## src/rtl/serial_link_pkg.sv

```systemverilog
// rtl/serial_link_pkg.sv - shared types and defaults for the serial link credit path
package serial_link_pkg;

  localparam int unsigned SL_DATA_WIDTH          = 32;
  localparam int unsigned SL_CREDIT_WIDTH        = 8;
  localparam int unsigned SL_NUM_CREDITS         = 8;
  // Credits the sender spends on a credits-only packet; the synchronizer uses the same value.
  localparam int unsigned SL_CRED_ONLY_CONS_CRED = 1;
  localparam int unsigned SL_OCC_WIDTH           = $clog2(SL_NUM_CREDITS + 1);

  typedef logic [SL_CREDIT_WIDTH-1:0] rx_credit_t;
  typedef logic [SL_OCC_WIDTH-1:0]    rx_occ_t;

  function automatic logic [31:0] sat_inc32(input logic [31:0] v);
    return (v == 32'hFFFF_FFFF) ? v : v + 32'd1;
  endfunction

endpackage

```

## src/rtl/serial_link_rx_sync_fifo.sv

```systemverilog
// rtl/serial_link_rx_sync_fifo.sv - synchronous FIFO, registered head, pop frees a slot for a same-cycle push
module serial_link_rx_sync_fifo #(
  parameter  int unsigned Width      = 32,
  parameter  int unsigned Depth      = 8,
  localparam int unsigned UsageWidth = $clog2(Depth + 1),
  localparam int unsigned PtrWidth   = (Depth > 1) ? $clog2(Depth) : 1
) (
  input  logic                  clk_i,
  input  logic                  rst_i,
  input  logic                  push_i,
  input  logic [Width-1:0]      data_i,
  input  logic                  pop_i,
  output logic [Width-1:0]      data_o,
  output logic                  full_o,
  output logic                  empty_o,
  output logic [UsageWidth-1:0] usage_o
);

  logic [Width-1:0]      mem_q [Depth];
  logic [PtrWidth-1:0]   wr_ptr_q, wr_ptr_d;
  logic [PtrWidth-1:0]   rd_ptr_q, rd_ptr_d;
  logic [UsageWidth-1:0] usage_q, usage_d;
  logic                  wr_en, rd_en;

  assign empty_o = (usage_q == '0);
  assign full_o  = (usage_q == UsageWidth'(Depth));
  assign rd_en   = pop_i && !empty_o;
  assign wr_en   = push_i && (!full_o || rd_en);
  assign usage_o = usage_q;
  // Head reads as zero when empty so stale entries never leak after reset or drain.
  assign data_o  = empty_o ? '0 : mem_q[rd_ptr_q];

  always_comb begin
    wr_ptr_d = wr_ptr_q;
    rd_ptr_d = rd_ptr_q;
    usage_d  = usage_q;
    if (wr_en) wr_ptr_d = (wr_ptr_q == PtrWidth'(Depth - 1)) ? '0 : wr_ptr_q + PtrWidth'(1);
    if (rd_en) rd_ptr_d = (rd_ptr_q == PtrWidth'(Depth - 1)) ? '0 : rd_ptr_q + PtrWidth'(1);
    if (wr_en && !rd_en) usage_d = usage_q + UsageWidth'(1);
    else if (rd_en && !wr_en) usage_d = usage_q - UsageWidth'(1);
  end

  always_ff @(posedge clk_i) begin
    if (rst_i) begin
      wr_ptr_q <= '0;
      rd_ptr_q <= '0;
      usage_q  <= '0;
    end else begin
      wr_ptr_q <= wr_ptr_d;
      rd_ptr_q <= rd_ptr_d;
      usage_q  <= usage_d;
    end
  end

  always_ff @(posedge clk_i) begin
    if (wr_en) mem_q[wr_ptr_q] <= data_i;
  end

endmodule

```

## src/rtl/serial_link_credit_rx_buffer.sv

```systemverilog
// rtl/serial_link_credit_rx_buffer.sv - link receive buffer with credit extraction and release strobe
// Optional statistics outputs enabled by defining SERIAL_LINK_RX_BUF_STATS_EN.
module serial_link_credit_rx_buffer
  import serial_link_pkg::*;
#(
  parameter  int unsigned DataWidth        = SL_DATA_WIDTH,
  parameter  int unsigned CreditWidth      = SL_CREDIT_WIDTH,
  parameter  int unsigned NumCredits       = SL_NUM_CREDITS,
  parameter  int unsigned CredOnlyConsCred = SL_CRED_ONLY_CONS_CRED,
  localparam int unsigned OccWidth         = $clog2(NumCredits + 1)
) (
  input  logic                   clk_i,
  input  logic                   rst_i,
  input  logic                   rx_valid_i,
  output logic                   rx_ready_o,
  input  logic [DataWidth-1:0]   rx_data_i,
  input  logic [CreditWidth-1:0] rx_credits_i,
  input  logic                   rx_cred_only_i,
  output logic                   receive_cred_o,
  output logic [CreditWidth-1:0] credits_received_o,
  output logic [DataWidth-1:0]   data_o,
  output logic                   valid_o,
  input  logic                   ready_i,
  output logic                   release_o,
  output logic [OccWidth-1:0]    occupancy_o,
  output logic                   overflow_o
`ifdef SERIAL_LINK_RX_BUF_STATS_EN
  ,
  output logic [31:0]            stat_data_pkts_o,
  output logic [31:0]            stat_cred_only_pkts_o,
  output logic [OccWidth-1:0]    stat_max_occ_o
`endif
);

  localparam int unsigned SumWidth = OccWidth + 2;

  logic                   receive_cred_q;
  logic [CreditWidth-1:0] credits_q, credits_d;
  logic [OccWidth-1:0]    pending_q, pending_d;
  logic                   overflow_q, overflow_d;
  logic                   data_acc, cred_only_acc, pop, pend_dec;
  logic                   fifo_full, fifo_empty, drop, inv_viol, pend_sat;
  logic [SumWidth-1:0]    pend_sum;

  assign rx_ready_o    = 1'b1;
  assign data_acc      = rx_valid_i && !rx_cred_only_i;
  assign cred_only_acc = rx_valid_i && rx_cred_only_i;
  assign valid_o       = !fifo_empty;
  assign pop           = valid_o && ready_i;
  assign drop          = data_acc && fifo_full && !pop;

  serial_link_rx_sync_fifo #(
    .Width (DataWidth),
    .Depth (NumCredits)
  ) u_fifo (
    .clk_i   (clk_i),
    .rst_i   (rst_i),
    .push_i  (data_acc),
    .data_i  (rx_data_i),
    .pop_i   (pop),
    .data_o  (data_o),
    .full_o  (fifo_full),
    .empty_o (fifo_empty),
    .usage_o (occupancy_o)
  );

  // A pop already returns a credit this cycle, so pending drains only on idle cycles.
  assign pend_dec  = !pop && (pending_q != '0);
  assign release_o = pop || (pending_q != '0);
  assign pend_sum  = SumWidth'(pending_q)
                   + (cred_only_acc ? SumWidth'(CredOnlyConsCred) : '0)
                   - SumWidth'(pend_dec);
  assign pend_sat  = pend_sum > SumWidth'(NumCredits);
  assign pending_d = pend_sat ? OccWidth'(NumCredits) : pend_sum[OccWidth-1:0];
  assign inv_viol  = (SumWidth'(occupancy_o) + SumWidth'(pending_q)) > SumWidth'(NumCredits);

  assign credits_d  = rx_valid_i ? rx_credits_i : credits_q;
  assign overflow_d = overflow_q || drop || inv_viol || pend_sat;

  always_ff @(posedge clk_i) begin
    if (rst_i) begin
      receive_cred_q <= 1'b0;
      credits_q      <= '0;
      pending_q      <= '0;
      overflow_q     <= 1'b0;
    end else begin
      receive_cred_q <= rx_valid_i;
      credits_q      <= credits_d;
      pending_q      <= pending_d;
      overflow_q     <= overflow_d;
    end
  end

  assign receive_cred_o     = receive_cred_q;
  assign credits_received_o = credits_q;
  assign overflow_o         = overflow_q;

  // Every outstanding credit is either a buffered entry or a pending release.
  a_credit_invariant: assert property (@(posedge clk_i) disable iff (rst_i)
    (SumWidth'(occupancy_o) + SumWidth'(pending_q)) <= SumWidth'(NumCredits));

`ifdef SERIAL_LINK_RX_BUF_STATS_EN
  logic [31:0]         stat_data_q, stat_cred_q;
  logic [OccWidth-1:0] stat_max_q;

  always_ff @(posedge clk_i) begin
    if (rst_i) begin
      stat_data_q <= '0;
      stat_cred_q <= '0;
      stat_max_q  <= '0;
    end else begin
      if (data_acc) stat_data_q <= sat_inc32(stat_data_q);
      if (cred_only_acc) stat_cred_q <= sat_inc32(stat_cred_q);
      if (occupancy_o > stat_max_q) stat_max_q <= occupancy_o;
    end
  end

  assign stat_data_pkts_o      = stat_data_q;
  assign stat_cred_only_pkts_o = stat_cred_q;
  assign stat_max_occ_o        = stat_max_q;
`endif

endmodule

```

## config.mk

```make
export PLATFORM = sky130hd
export DESIGN_NAME = serial_link_credit_rx_buffer
export DESIGN_NICKNAME = d
export VERILOG_FILES = /design/src/rtl/serial_link_pkg.sv /design/src/rtl/serial_link_rx_sync_fifo.sv /design/src/rtl/serial_link_credit_rx_buffer.sv
export SDC_FILE = /design/constraint.sdc
export NUM_CORES = 1
export LEC_CHECK = 0
export ABC_AREA = 1
export BUFFER_PORTS_ARGS = -buffer_cell sky130_fd_sc_hd__buf_2
export CAP_MARGIN = 20
export CORE_UTILIZATION = 59
export CTS_CLUSTER_SIZE = 10
export DETAILED_ROUTE_END_ITERATION = 16
export PLACE_DENSITY = 0.85
export SYNTH_ARGS = -nofsm -noshare
export SYNTH_HDL_FRONTEND = slang
export SYNTH_SLANG_ARGS = --single-unit
export TNS_END_PERCENT = 1
```

## constraint.sdc

```tcl
create_clock -name clk_i -period 4.54 [get_ports clk_i]
set_clock_uncertainty 0.2 [all_clocks]
set_input_delay 1.362 -clock clk_i [delete_from_list [all_inputs] [get_ports clk_i]]
set_output_delay 1.362 -clock clk_i [all_outputs]
set_load 0.02 [all_outputs]
```

==> flow_summary.yaml, run 1 <==
clock_network:
  cts_post_setup_buffers_inserted: 0
  cts.clk_slew.worst_paths_ns: 0.05
  cts_hold_buffers: 0
  clk_root_buffer_cell: "sky130_fd_sc_hd__clkbuf_16"
  htree_num_levels: 2
  clock_tree_from_tritoncts: "yes"
  cts.path.max_buffers: 3
  cts_inserted_buffers: 34
  ctsResizeCount: 0
  tritoncts_num_sinks: 283
  clkLatencyLatePin_ns: 0.50
timing:
  grt_setup_unrepaired: "false"
  finalCritPeriodShare_pct: 89.1
  timing_max_transition_violations_final: 0
  setup_viol: 0
  max_freq_mhz: 247
  layout_min_cycle_time_ns: 4.04
  timing_worst_slew_pin_value_ns: 0.704
  finalSetupTns_ns: 0
  report.final.hold_viol_count: 0
  maxSlewHeadroom_pct: 52.9
critical_path:
  critPathRequiredTime_ns: 2.98
  timing.critical_path.arrival_ns: 2.48
  setup.worst_path.class: "reg2out"
  timing.critical_path.fanout_max: 46
  startpoint_type: "flip-flop"
  critical_path.endpoint_type: "output pin"
final_layout:
  utilization_pct: 69.9
  commonest_cells_after_routing_fill_and_taps_aside: "sky130_fd_sc_hd__edfxtp_1 (256), sky130_fd_sc_hd__nor2_1 (232), sky130_fd_sc_hd__o21ai_0 (155), sky130_fd_sc_hd__buf_2 (92), sky130_fd_sc_hd__clkbuf_16 (37)"
  drive_gt1_share_pct: 15.6
  nNetsFinal: 1096
  number_of_standard_cells_in_the_final_layout_excluding_fillers: 1298
  mostFrequentLayoutCell: "sky130_fd_sc_hd__edfxtp_1"
  antenna_cells_inserted: 0
  nFillCells: 1217
  layout_overhead_on_the_synthesized_area_pct: 14.5
detailed_routing:
  route.final.wire_length_um: 24800
  detail_route.drc_violations: 0
  drt_first_pass_iters: 5
  num_vias: 7604
  ant_nets: 0
  route.detailed.vias_per_inst: 5.86
  detail_route.wl_per_cell_um: 19.1
  drt-initial-drc-count: 665
global_routing:
  grt_pass1_wl_um: 38800
  grt_pass1_vias: 7585
  initial_antenna_violation_count: 0
  grt_start_max_net_pins: 69
  global_route.usage.met3_pct: 5.11
  overflow: 0
  global_route.usage.met2_pct: 42.2
  global_route.usage.total_pct: 25.5
  global_route.peak_usage_layer: "met2"
  global_route_track_usage_on_met1_pct: 32.8
synth:
  mappedNetlistNets: 1000
  netlist_top_cells_area: "sky130_fd_sc_hd__edfxtp_1 (66%), sky130_fd_sc_hd__nor2_1 (7.8%), sky130_fd_sc_hd__o21ai_0 (6.7%), sky130_fd_sc_hd__dfxtp_1 (4.7%), sky130_fd_sc_hd__mux2i_1 (2.8%)"
  post_synth_instance_area_um2: 11600
  ys_seq_area_share_pct: 71.1
  avg_synthesized_cell_area_um2: 12.4
  synthDistinctLibCells: 29
  syn-instance-count: 934
  ys_ff_latch: 283
  yosysTopAreaCell: "sky130_fd_sc_hd__edfxtp_1"
  share_of_the_synthesized_area_in_the_top_cell_type_pct: 66.4
  synthesis.yosys.warnings: 0
floorplanning:
  num_rows: 50
  die_height_um: 142
  die_w_um: 142
  io-pin-count: 94
  dieArea_um2: 20200
  start_util_pct: 61.0
  core_um2: 19000
pwr:
  total_power_uw: 7900
  powerDensity_nw_per_um2: 596
  power_leakage_uw: 0.00478
  vdd.ir_drop.worst_mv: 0.414
placement:
  place_inst: 1254
  port_buffers: 92
  gp_congestion: 0.842
  hpwl_um: 13900
hold_path:
  hold_class: "reg2reg"
flow_run:
  drv.max_cap_violation_count: 0
status:
  result_of_the_run: "completed"
## registers in the layout, summed over array words and instances (netlist names), named ones only
signal	cells
pending_q	4
u_fifo.usage_o	4
u_fifo.rd_ptr_q	3
u_fifo.wr_ptr_q	3
u_fifo.mem_q	256
receive_cred_o	1
overflow_o	1
credits_received_o	8
## worst max-delay path: stages (launching register included)
cell and delay (ns):
sky130_fd_sc_hd__dfxtp_4 0.48, sky130_fd_sc_hd__buf_4 0.49, sky130_fd_sc_hd__nor2_1 0.10, sky130_fd_sc_hd__nor2_1 0.13
sky130_fd_sc_hd__o21ai_0 0.11, sky130_fd_sc_hd__o21ai_1 0.13, sky130_fd_sc_hd__o21ai_0 0.13, sky130_fd_sc_hd__nor2_1 0.20
sky130_fd_sc_hd__buf_2 0.19
## synthesized netlist by cell type
| cell type | count |
|---|---|
| sky130_fd_sc_hd__buf_4 | 6 |
| sky130_fd_sc_hd__inv_1 | 30 |
| sky130_fd_sc_hd__clkbuf_1 | 21 |
| sky130_fd_sc_hd__dfxtp_1 | 27 |
| sky130_fd_sc_hd__a211oi_1 | 1 |
| sky130_fd_sc_hd__buf_6 | 4 |
| sky130_fd_sc_hd__a21oi_1 | 11 |
| sky130_fd_sc_hd__o211a_1 | 1 |
| sky130_fd_sc_hd__nor2_1 | 240 |
| sky130_fd_sc_hd__nand4_1 | 2 |
| sky130_fd_sc_hd__xnor2_1 | 1 |
| sky130_fd_sc_hd__buf_1 | 1 |
| sky130_fd_sc_hd__nand3b_1 | 2 |
| sky130_fd_sc_hd__ha_1 | 18 |
| sky130_fd_sc_hd__o21ai_1 | 20 |
| sky130_fd_sc_hd__and2_1 | 1 |
| sky130_fd_sc_hd__buf_2 | 13 |
| sky130_fd_sc_hd__nand3_1 | 11 |
| sky130_fd_sc_hd__mux2i_1 | 32 |
| sky130_fd_sc_hd__inv_2 | 2 |
| sky130_fd_sc_hd__edfxtp_1 | 256 |
| sky130_fd_sc_hd__fa_1 | 3 |
| sky130_fd_sc_hd__clkbuf_2 | 4 |
| sky130_fd_sc_hd__conb_1 | 1 |
| sky130_fd_sc_hd__o22ai_1 | 32 |
| sky130_fd_sc_hd__buf_12 | 3 |
| sky130_fd_sc_hd__xor2_1 | 3 |
| sky130_fd_sc_hd__nand2_1 | 33 |
| sky130_fd_sc_hd__o21ai_0 | 155 |
## routing by layer
metal,routed length [µm],part of all wire [%],up-vias
met1,9990,40,3651
li1,-,-,3512
met2,12100,49,377
met3,1970,8.0,64
met5,0,0,-
met4,664,2.7,0
## cells by family (layout without fill, tap and decap cells)
group | Yosys count | in the layout | synth area share [%]
compound gates | 220 | 220 | 9.93
xor+xnor | 4 | 4 | 0.303
fa+ha+maj | 21 | 21 | 2.47
buf+inv | 84 | 188 | 3.78
flops | 283 | 283 | 71.1
mux | 32 | 32 | 2.77
other cells | 1 | 1 | 0.0324
simple gates | 289 | 289 | 9.62
## report_power, final
| group | internal, µW | total (µW) | switching [µW] |
|---|---|---|---|
| clock network | 1440 | 2380 | 939 |
| registers | 2940 | 3050 | 107 |
| logic | 795 | 2470 | 1670 |
## final cells by class
| type | instances | area [µm²] | share of cell area (%) |
|---|---|---|---|
| multi-input cells | 567 | 2970 | 22.4 |
| flip-flops and latches | 283 | 8240 | 62.1 |
| repair buffers | 112 | 648 | 4.89 |
| well taps | 260 | 325 | 2.45 |
| clock inverters | 2 | 11.3 | 0.0850 |
| inverters | 32 | 120 | 0.906 |
| clock buffers | 42 | 945 | 7.13 |
## stage by stage
step	hold WS [ns]	setup slack [ns]	cell area, µm²
final	0.293	0.496	13300
after global routing	0.317	0.294	13300
after CTS	0.301	0.512	13300
after detailed placement	0.282	0.766	12300
after global placement	0.280	0.851	12300
after floorplan	0.263	0.571	11600
## final timing paths
kind	startpoint	endpoint	slack (ns)	cells past startpoint
worst min-delay path	u_fifo.rd_ptr_q[1]	flip-flop	0.29	2
worst min register to register	u_fifo.rd_ptr_q[1]	flip-flop	0.29	2
worst max register to register	u_fifo.usage_o[0]	pending_q[1]	1.59	16
worst max-delay path	flip-flop	data_o[5]	0.50	8
Note: power is estimated with default switching activity, not from simulation.
==> inputs of run 2 (changes only) <==
- CORE_UTILIZATION: 59 -> 60
- PLACE_DENSITY: 0.85 -> 0.86
- SYNTH_HIERARCHICAL: not set -> 1
==> run 2 against run 1 <==
Against the previous run:
- critical path depth is 1 higher
- total power is 4.9% higher
- count of clock-buffer cells in the layout is 4 higher
==> flow_summary.yaml, run 2 <==
floorplanning:
  num_rows: 52
  start_util_pct: 61.5
  core_um2: 20300
  die_w_um: 146
  die_height_um: 146
  dieArea_um2: 21400
  io-pin-count: 94
global_routing:
  grt_pass1_vias: 8972
  global_route.usage.total_pct: 26.4
  grt_pass1_wl_um: 44000
  grt_start_max_net_pins: 129
  overflow: 0
  initial_antenna_violation_count: 1
synth:
  avg_synthesized_cell_area_um2: 9.79
  synth-main-ff-cell: "sky130_fd_sc_hd__edfxtp_1"
  post-synth-top-count-cell: "sky130_fd_sc_hd__nand2_1"
  mappedNetlistNets: 1342
  ys_seq_area_share_pct: 65.9
  ys_ff_latch: 283
  synthDistinctLibCells: 28
  synth_enable_flop_cells: 256
  syn-instance-count: 1276
  share_of_the_synthesized_area_in_the_top_cell_type_pct: 61.6
  netlist_top_cells_area: "sky130_fd_sc_hd__edfxtp_1 (62%), sky130_fd_sc_hd__nand2_1 (15%), sky130_fd_sc_hd__inv_1 (5.0%), sky130_fd_sc_hd__nand3_1 (4.6%), sky130_fd_sc_hd__dfxtp_1 (4.3%)"
  yosysTopAreaCell: "sky130_fd_sc_hd__edfxtp_1"
  post_synth_instance_area_um2: 12500
  synthesis.yosys.warnings: 6
  synth-async-reset-ratio_pct: 0
  synth.cells.most_frequent: "sky130_fd_sc_hd__nand2_1 (502), sky130_fd_sc_hd__edfxtp_1 (256), sky130_fd_sc_hd__inv_1 (166)"
detailed_routing:
  route.detailed.vias_per_inst: 5.41
  num_vias: 8971
  route.final.wire_length_um: 27800
  drt-initial-drc-count: 860
  detail_route.wl_per_cell_um: 16.8
  detail_route.drc_violations: 0
  ant_nets: 0
  drt_first_pass_iters: 5
pwr:
  powerDensity_nw_per_um2: 581
  power_leakage_uw: 0.00634
  total_power_uw: 8280
  vdd.ir_drop.worst_mv: 0.621
clock_network:
  cts_hold_buffers: 0
  htree_num_levels: 2
  tritoncts_num_sinks: 283
  clkLatencyLatePin_ns: 0.49
  cts.path.max_buffers: 3
  cts_post_setup_buffers_inserted: 0
  cts.clk_slew.worst_paths_ns: 0.05
  clock_tree_from_tritoncts: "yes"
  clk_root_buffer_cell: "sky130_fd_sc_hd__clkbuf_16"
  cts_inserted_buffers: 34
  ctsResizeCount: 0
final_layout:
  largest_register: "u_fifo/mem_q"
  nFillCells: 1384
  commonest_cells_after_routing_fill_and_taps_aside: "sky130_fd_sc_hd__nand2_1 (502), sky130_fd_sc_hd__edfxtp_1 (256), sky130_fd_sc_hd__inv_1 (165), sky130_fd_sc_hd__nand3_1 (115), sky130_fd_sc_hd__buf_2 (92)"
  mostFrequentLayoutCell: "sky130_fd_sc_hd__nand2_1"
  nNetsFinal: 1441
  largest_register_ffs: 256
  utilization_pct: 70.3
  drive_gt1_share_pct: 13.0
  layout_overhead_on_the_synthesized_area_pct: 14.3
  antenna_cells_inserted: 0
critical_path:
  timing.critical_path.arrival_ns: 2.44
  timing.critical_path.fanout_max: 35
  reg2reg_depth: 17
  critPathRequiredTime_ns: 2.98
  setup.worst_path.class: "reg2out"
  critical_path.endpoint_type: "output pin"
  startpoint_type: "flip-flop"
timing:
  report.final.hold_viol_count: 0
  finalCritPeriodShare_pct: 88.1
  maxSlewHeadroom_pct: 57.4
  max_freq_mhz: 250
  setup_viol: 0
  timing_worst_slew_pin_value_ns: 0.637
  grt_setup_unrepaired: "false"
  layout_min_cycle_time_ns: 4.00
  finalSetupTns_ns: 0
  timing_max_transition_violations_final: 0
  postLayoutSetupSlackWorst_ns: 0.542
hold_path:
  worst_hold_stages: 2
  hold_class: "reg2reg"
placement:
  pre_cts_ws_ns: 0.786
  port_buffers: 92
  hpwl_um: 16500
  gp_congestion: 0.800
status:
  result_of_the_run: "completed"
flow_run:
  drv.max_cap_violation_count: 0
[run 2: cell count changes after synthesis, moves of 5 or more]
cell / delta
sky130_fd_sc_hd__nand3_1: +104
sky130_fd_sc_hd__clkbuf_1: -18
sky130_fd_sc_hd__buf_1: +9
sky130_fd_sc_hd__a21oi_1: +5
sky130_fd_sc_hd__nor2_1: -147
sky130_fd_sc_hd__nand2_1: +469
sky130_fd_sc_hd__o21ai_0: -153
sky130_fd_sc_hd__o21ai_1: -20
sky130_fd_sc_hd__mux2i_1: -32
sky130_fd_sc_hd__buf_2: +24
sky130_fd_sc_hd__inv_1: +136
sky130_fd_sc_hd__o22ai_1: -32
sky130_fd_sc_hd__nor2_2: +5
[run 2: per-stage QoR]
step                instances  area (µm²)  hold slack, ns
floorplan                1276       12500           0.251
global placement         1609       13300           0.250
detailed placement       1609       13300           0.249
CTS                      1657       14300           0.258
global route             1657       14300           0.279
finish                   1657       14300           0.256
[run 2: worst paths after layout]
path         slack, ns                  start               endpoint
max               0.54              flip-flop             data_o[17]
min reg2reg       0.26  credits_received_o[6]  credits_received_o[6]
min               0.26  credits_received_o[6]  credits_received_o[6]
max reg2reg       1.04      u_fifo/usage_o[1]             overflow_o
[run 2: final cells by class]
cell class	instances	area (µm²)	area share, %
Sequential cell	283	8230	57.7
Tap cell	270	338	2.37
Inverter	168	634	4.45
Clock inverter	2	38.8	0.272
Multi-Input combinational cell	771	3420	24.0
Timing Repair Buffer	117	686	4.81
Clock buffer	46	917	6.43
[run 2: cell families after synthesis]
family / after synthesis / synth area share, %
buffers and inverters: 222 / 7.19
and+or+nand+nor: 726 / 23.5
other: 1 / 0.0300
xor gates and xnor gates: 4 / 0.281
AOI/OAI and AO/OA: 19 / 0.772
adders and majority gates: 21 / 2.28
DFF: 283 / 65.9
[run 2: metal layers]
layer	vias to the layer above	global-route usage, %	routed length [µm]
met5	-	0	12
met4	2	9.79	564
met3	62	4.75	2150
met2	416	46.2	14100
met1	4247	32.7	10900
li1	4244	-	-
[run 2: worst max-delay path, stage by stage, from the launching register on]
cell and delay, ns:
sky130_fd_sc_hd__dfxtp_4 0.36, sky130_fd_sc_hd__clkinv_2 0.43, sky130_fd_sc_hd__buf_4 0.45, sky130_fd_sc_hd__nand2_1 0.11, sky130_fd_sc_hd__nand2_1 0.06, sky130_fd_sc_hd__nand2_1 0.07, sky130_fd_sc_hd__nand2_1 0.08, sky130_fd_sc_hd__nor2_1 0.13
sky130_fd_sc_hd__nor2_1 0.06, sky130_fd_sc_hd__buf_2 0.15
[run 2: where the power goes]
part,internal (µW),total (µW),switching [µW]
Sequential,2960,3050,89.7
Clock,1450,2400,946
Combinational,861,2840,1970
==> inputs of run 3 (changes only) <==
- ABC_AREA: 1 -> not set
- CORE_UTILIZATION: 60 -> 59
- PLACE_DENSITY: 0.86 -> 0.85
==> run 3 against run 2 <==
Against the previous run:
- synthesized cell count fell by 54%
- cell count fell by 43%
- setup slack got worse by 0.15 ns
- fmax fell by 3.6%
- routed wire length fell by 18%
- die area fell by 8.0%
- first-iteration DRC count fell by 44%
- critical path depth fell by 4
- core utilization fell by 0.37 points
- sequential power barely moved
- largest cell class unchanged
==> flow_summary.yaml, run 3 <==
final_layout:
  multi_input_comb_area_um2: 2930
  nNetsFinal: 774
  layout_overhead_on_the_synthesized_area_pct: 16.0
  largest_register: "u_fifo/mem_q"
  drive_gt1_share_pct: 32.8
  mostFrequentLayoutCell: "sky130_fd_sc_hd__edfxtp_1"
  largest_register_ffs: 256
  seqCellArea_um2: 8230
  finalInstanceArea_um2: 13100
  number_of_standard_cells_in_the_final_layout_excluding_fillers: 950
  nFillCells: 1110
  commonest_cells_after_routing_fill_and_taps_aside: "sky130_fd_sc_hd__edfxtp_1 (256), sky130_fd_sc_hd__buf_2 (92), sky130_fd_sc_hd__mux4_2 (64), sky130_fd_sc_hd__nor2_1 (53), sky130_fd_sc_hd__mux2i_1 (42)"
timing:
  layout_min_cycle_time_ns: 4.15
  grt_setup_unrepaired: "false"
  max_freq_mhz: 241
  maxSlewHeadroom_pct: 61.9
  report.final.hold_viol_count: 0
  timing_max_transition_violations_final: 0
  finalCritPeriodShare_pct: 91.3
  timing_worst_slew_pin_value_ns: 0.571
  setup_viol: 0
critical_path:
  cp_slowest_stage_delay_ns: 0.72
  ff2ff_setup_slack_ns: 1.22
  critical_path.endpoint_type: "output pin"
  timing.critical_path.arrival_ns: 2.58
  worst_path_buffer_plus_inverter_count: 2
  worst_r2r_endpoint: "u_fifo/usage_o[3]"
  critPathRequiredTime_ns: 2.98
  setup.worst_path.class: "reg2out"
  reg2reg_depth: 10
  critPathTopFamily: "multiplexers"
  cp_cell_sequence: "buf_4, mux4_2, mux2i_1, nor2_1, buf_2"
  timing.critical_path.fanout_max: 28
  startpoint_type: "flip-flop"
  worst_flop_to_flop_path_startpoint: "u_fifo/usage_o[1]"
  cpMaxStageDelayCell: "sky130_fd_sc_hd__dfxtp_4"
hold_path:
  hold_class: "reg2reg"
  worst_hold_stages: 2
  hold_wc_startpoint: "u_fifo/rd_ptr_q[1]"
detailed_routing:
  route.final.wire_length_um: 22900
  drt-initial-drc-count: 478
  num_vias: 5854
  ant_nets: 0
  detail_route.wl_per_cell_um: 24.1
  drt_first_pass_iters: 5
  route.detailed.vias_per_inst: 6.16
  detail_route.drc_violations: 0
clock_network:
  cts_hold_buffers: 0
  tritoncts_num_sinks: 283
  clk_root_buffer_cell: "sky130_fd_sc_hd__clkbuf_16"
  htree_num_levels: 2
  clock_tree_from_tritoncts: "yes"
  cts_post_setup_buffers_inserted: 0
  clkLatencyLatePin_ns: 0.51
  cts.path.max_buffers: 3
  cts_inserted_buffers: 34
  cts.clk_slew.worst_paths_ns: 0.06
  ctsResizeCount: 0
global_routing:
  grt_pass1_vias: 6157
  initial_antenna_violation_count: 2
  global_route.usage.total_pct: 24.6
  overflow: 0
  grt_pass1_wl_um: 35300
  grt_start_max_net_pins: 51
placement:
  place_inst: 906
  port_buffers: 92
  post_dp_cell_area_um2: 12200
  hpwl_um: 13100
  gp_congestion: 0.754
floorplanning:
  core_um2: 18700
  num_rows: 50
  die_w_um: 140
  die_height_um: 140
  start_util_pct: 60.3
  io-pin-count: 94
  dieArea_um2: 19700
synth:
  synth-async-reset-ratio_pct: 0
  netlist_top_cells_area: "sky130_fd_sc_hd__edfxtp_1 (68%), sky130_fd_sc_hd__mux4_2 (13%), sky130_fd_sc_hd__dfxtp_1 (4.8%), sky130_fd_sc_hd__mux2i_1 (3.7%), sky130_fd_sc_hd__ha_1 (2.0%)"
  avg_synthesized_cell_area_um2: 19.3
  post_synth_instance_area_um2: 11300
  yosysTopAreaCell: "sky130_fd_sc_hd__edfxtp_1"
  mappedNetlistNets: 651
  synth.cells.most_frequent: "sky130_fd_sc_hd__edfxtp_1 (256), sky130_fd_sc_hd__mux4_2 (64), sky130_fd_sc_hd__nor2_1 (56)"
  ys_seq_area_share_pct: 72.9
  share_of_the_synthesized_area_in_the_top_cell_type_pct: 68.2
  ys_ff_latch: 283
  synthesis.yosys.warnings: 6
  synth-main-ff-cell: "sky130_fd_sc_hd__edfxtp_1"
  syn-instance-count: 585
  synthDistinctLibCells: 49
  post-synth-top-count-cell: "sky130_fd_sc_hd__edfxtp_1"
  synth_enable_flop_cells: 256
pwr:
  power.share.combinational_pct: 28.1
  internal_power_uw: 5170
  seq_power_share_pct: 41.1
  power_leakage_uw: 0.00448
  p_sw_uw: 2310
  power.switching_fraction_pct: 30.9
  clock_power_share_pct: 30.8
  vdd.ir_drop.worst_mv: 0.364
  powerDensity_nw_per_um2: 572
flow_run:
  drv.max_cap_violation_count: 0
status:
  result_of_the_run: "completed"
run 3: per-stage QoR:
stage                     worst slack, ns  util (%)  total power (µW)  TNS [ns]  hold slack [ns]
final                               0.394      69.9              7490         0            0.291
after global routing                0.279      69.9              7760         0            0.300
after CTS                           0.339      69.9              7520         0            0.286
after detailed placement            0.602      65.0              5220         0            0.281
after global placement              0.685      65.0              5110         0            0.264
after floorplan                    -0.221         -              4570    -18.01            0.250
run 3: kinds of logic after synthesis:
family | share of synthesized area [%]
fa+ha+maj | 2.53
flops | 72.9
xor+xnor | 0.533
mux | 16.6
compound gates | 1.64
other cells | 0.0332
buf+inv | 1.69
simple gates | 4.03
run 3: power groups by stage:
stage                     Sequential [µW]  Combinational (µW)  Clock (µW)
after floorplan                      3070                1500           0
after global placement               3120                1990           0
after detailed placement             3120                2090           0
after CTS                            3080                2110        2330
after global routing                 3090                2250        2420
final                                3070                2110        2310
run 3: worst max-delay path by stage:
| stage | depth (start not counted) | slack [ns] | endpoint | from |
|---|---|---|---|---|
| 2_1_floorplan | 5 | -0.22 | u_fifo/mem_q[1][0] | rx_valid_i |
| 3_3_place_gp | 11 | 0.68 | u_fifo/usage_o[3] | rx_valid_i |
| 3_5_place_dp | 11 | 0.60 | u_fifo/usage_o[3] | rx_valid_i |
| 4_1_cts | 5 | 0.34 | data_o[20] | flip-flop |
| 5_1_grt | 5 | 0.28 | data_o[16] | flip-flop |
| 6_report | 5 | 0.39 | data_o[20] | flip-flop |
run 3: cell type report:
class,instances,area share [%]
Antenna cell,2,0.0383
Clock buffer,40,6.84
Clock inverter,2,0.134
Inverter,15,0.430
Multi-Input combinational cell,260,22.4
Sequential cell,283,63.0
Tap cell,234,2.24
Timing Repair Buffer,114,4.97
run 3: per-layer routing:
| layer | up-vias | track usage [%] | routed length, µm |
|---|---|---|---|
| met5 | - | 0 | 13 |
| met4 | 2 | 10.1 | 580 |
| met3 | 51 | 5.13 | 1930 |
| met2 | 298 | 41.7 | 11900 |
| met1 | 2953 | 31.3 | 8500 |
| li1 | 2550 | - | - |
run 3: worst register-to-register path, cell delays in order (launching register included):
cell and delay, ns:
sky130_fd_sc_hd__dfxtp_1 0.43, sky130_fd_sc_hd__nor4_4 0.33, sky130_fd_sc_hd__buf_4 0.47, sky130_fd_sc_hd__nand2b_1 0.35, sky130_fd_sc_hd__ha_1 0.23, sky130_fd_sc_hd__inv_1 0.09, sky130_fd_sc_hd__ha_1 0.33, sky130_fd_sc_hd__a21oi_1 0.19
sky130_fd_sc_hd__a211oi_1 0.10, sky130_fd_sc_hd__a31oi_1 0.16, sky130_fd_sc_hd__mux2_1 0.33
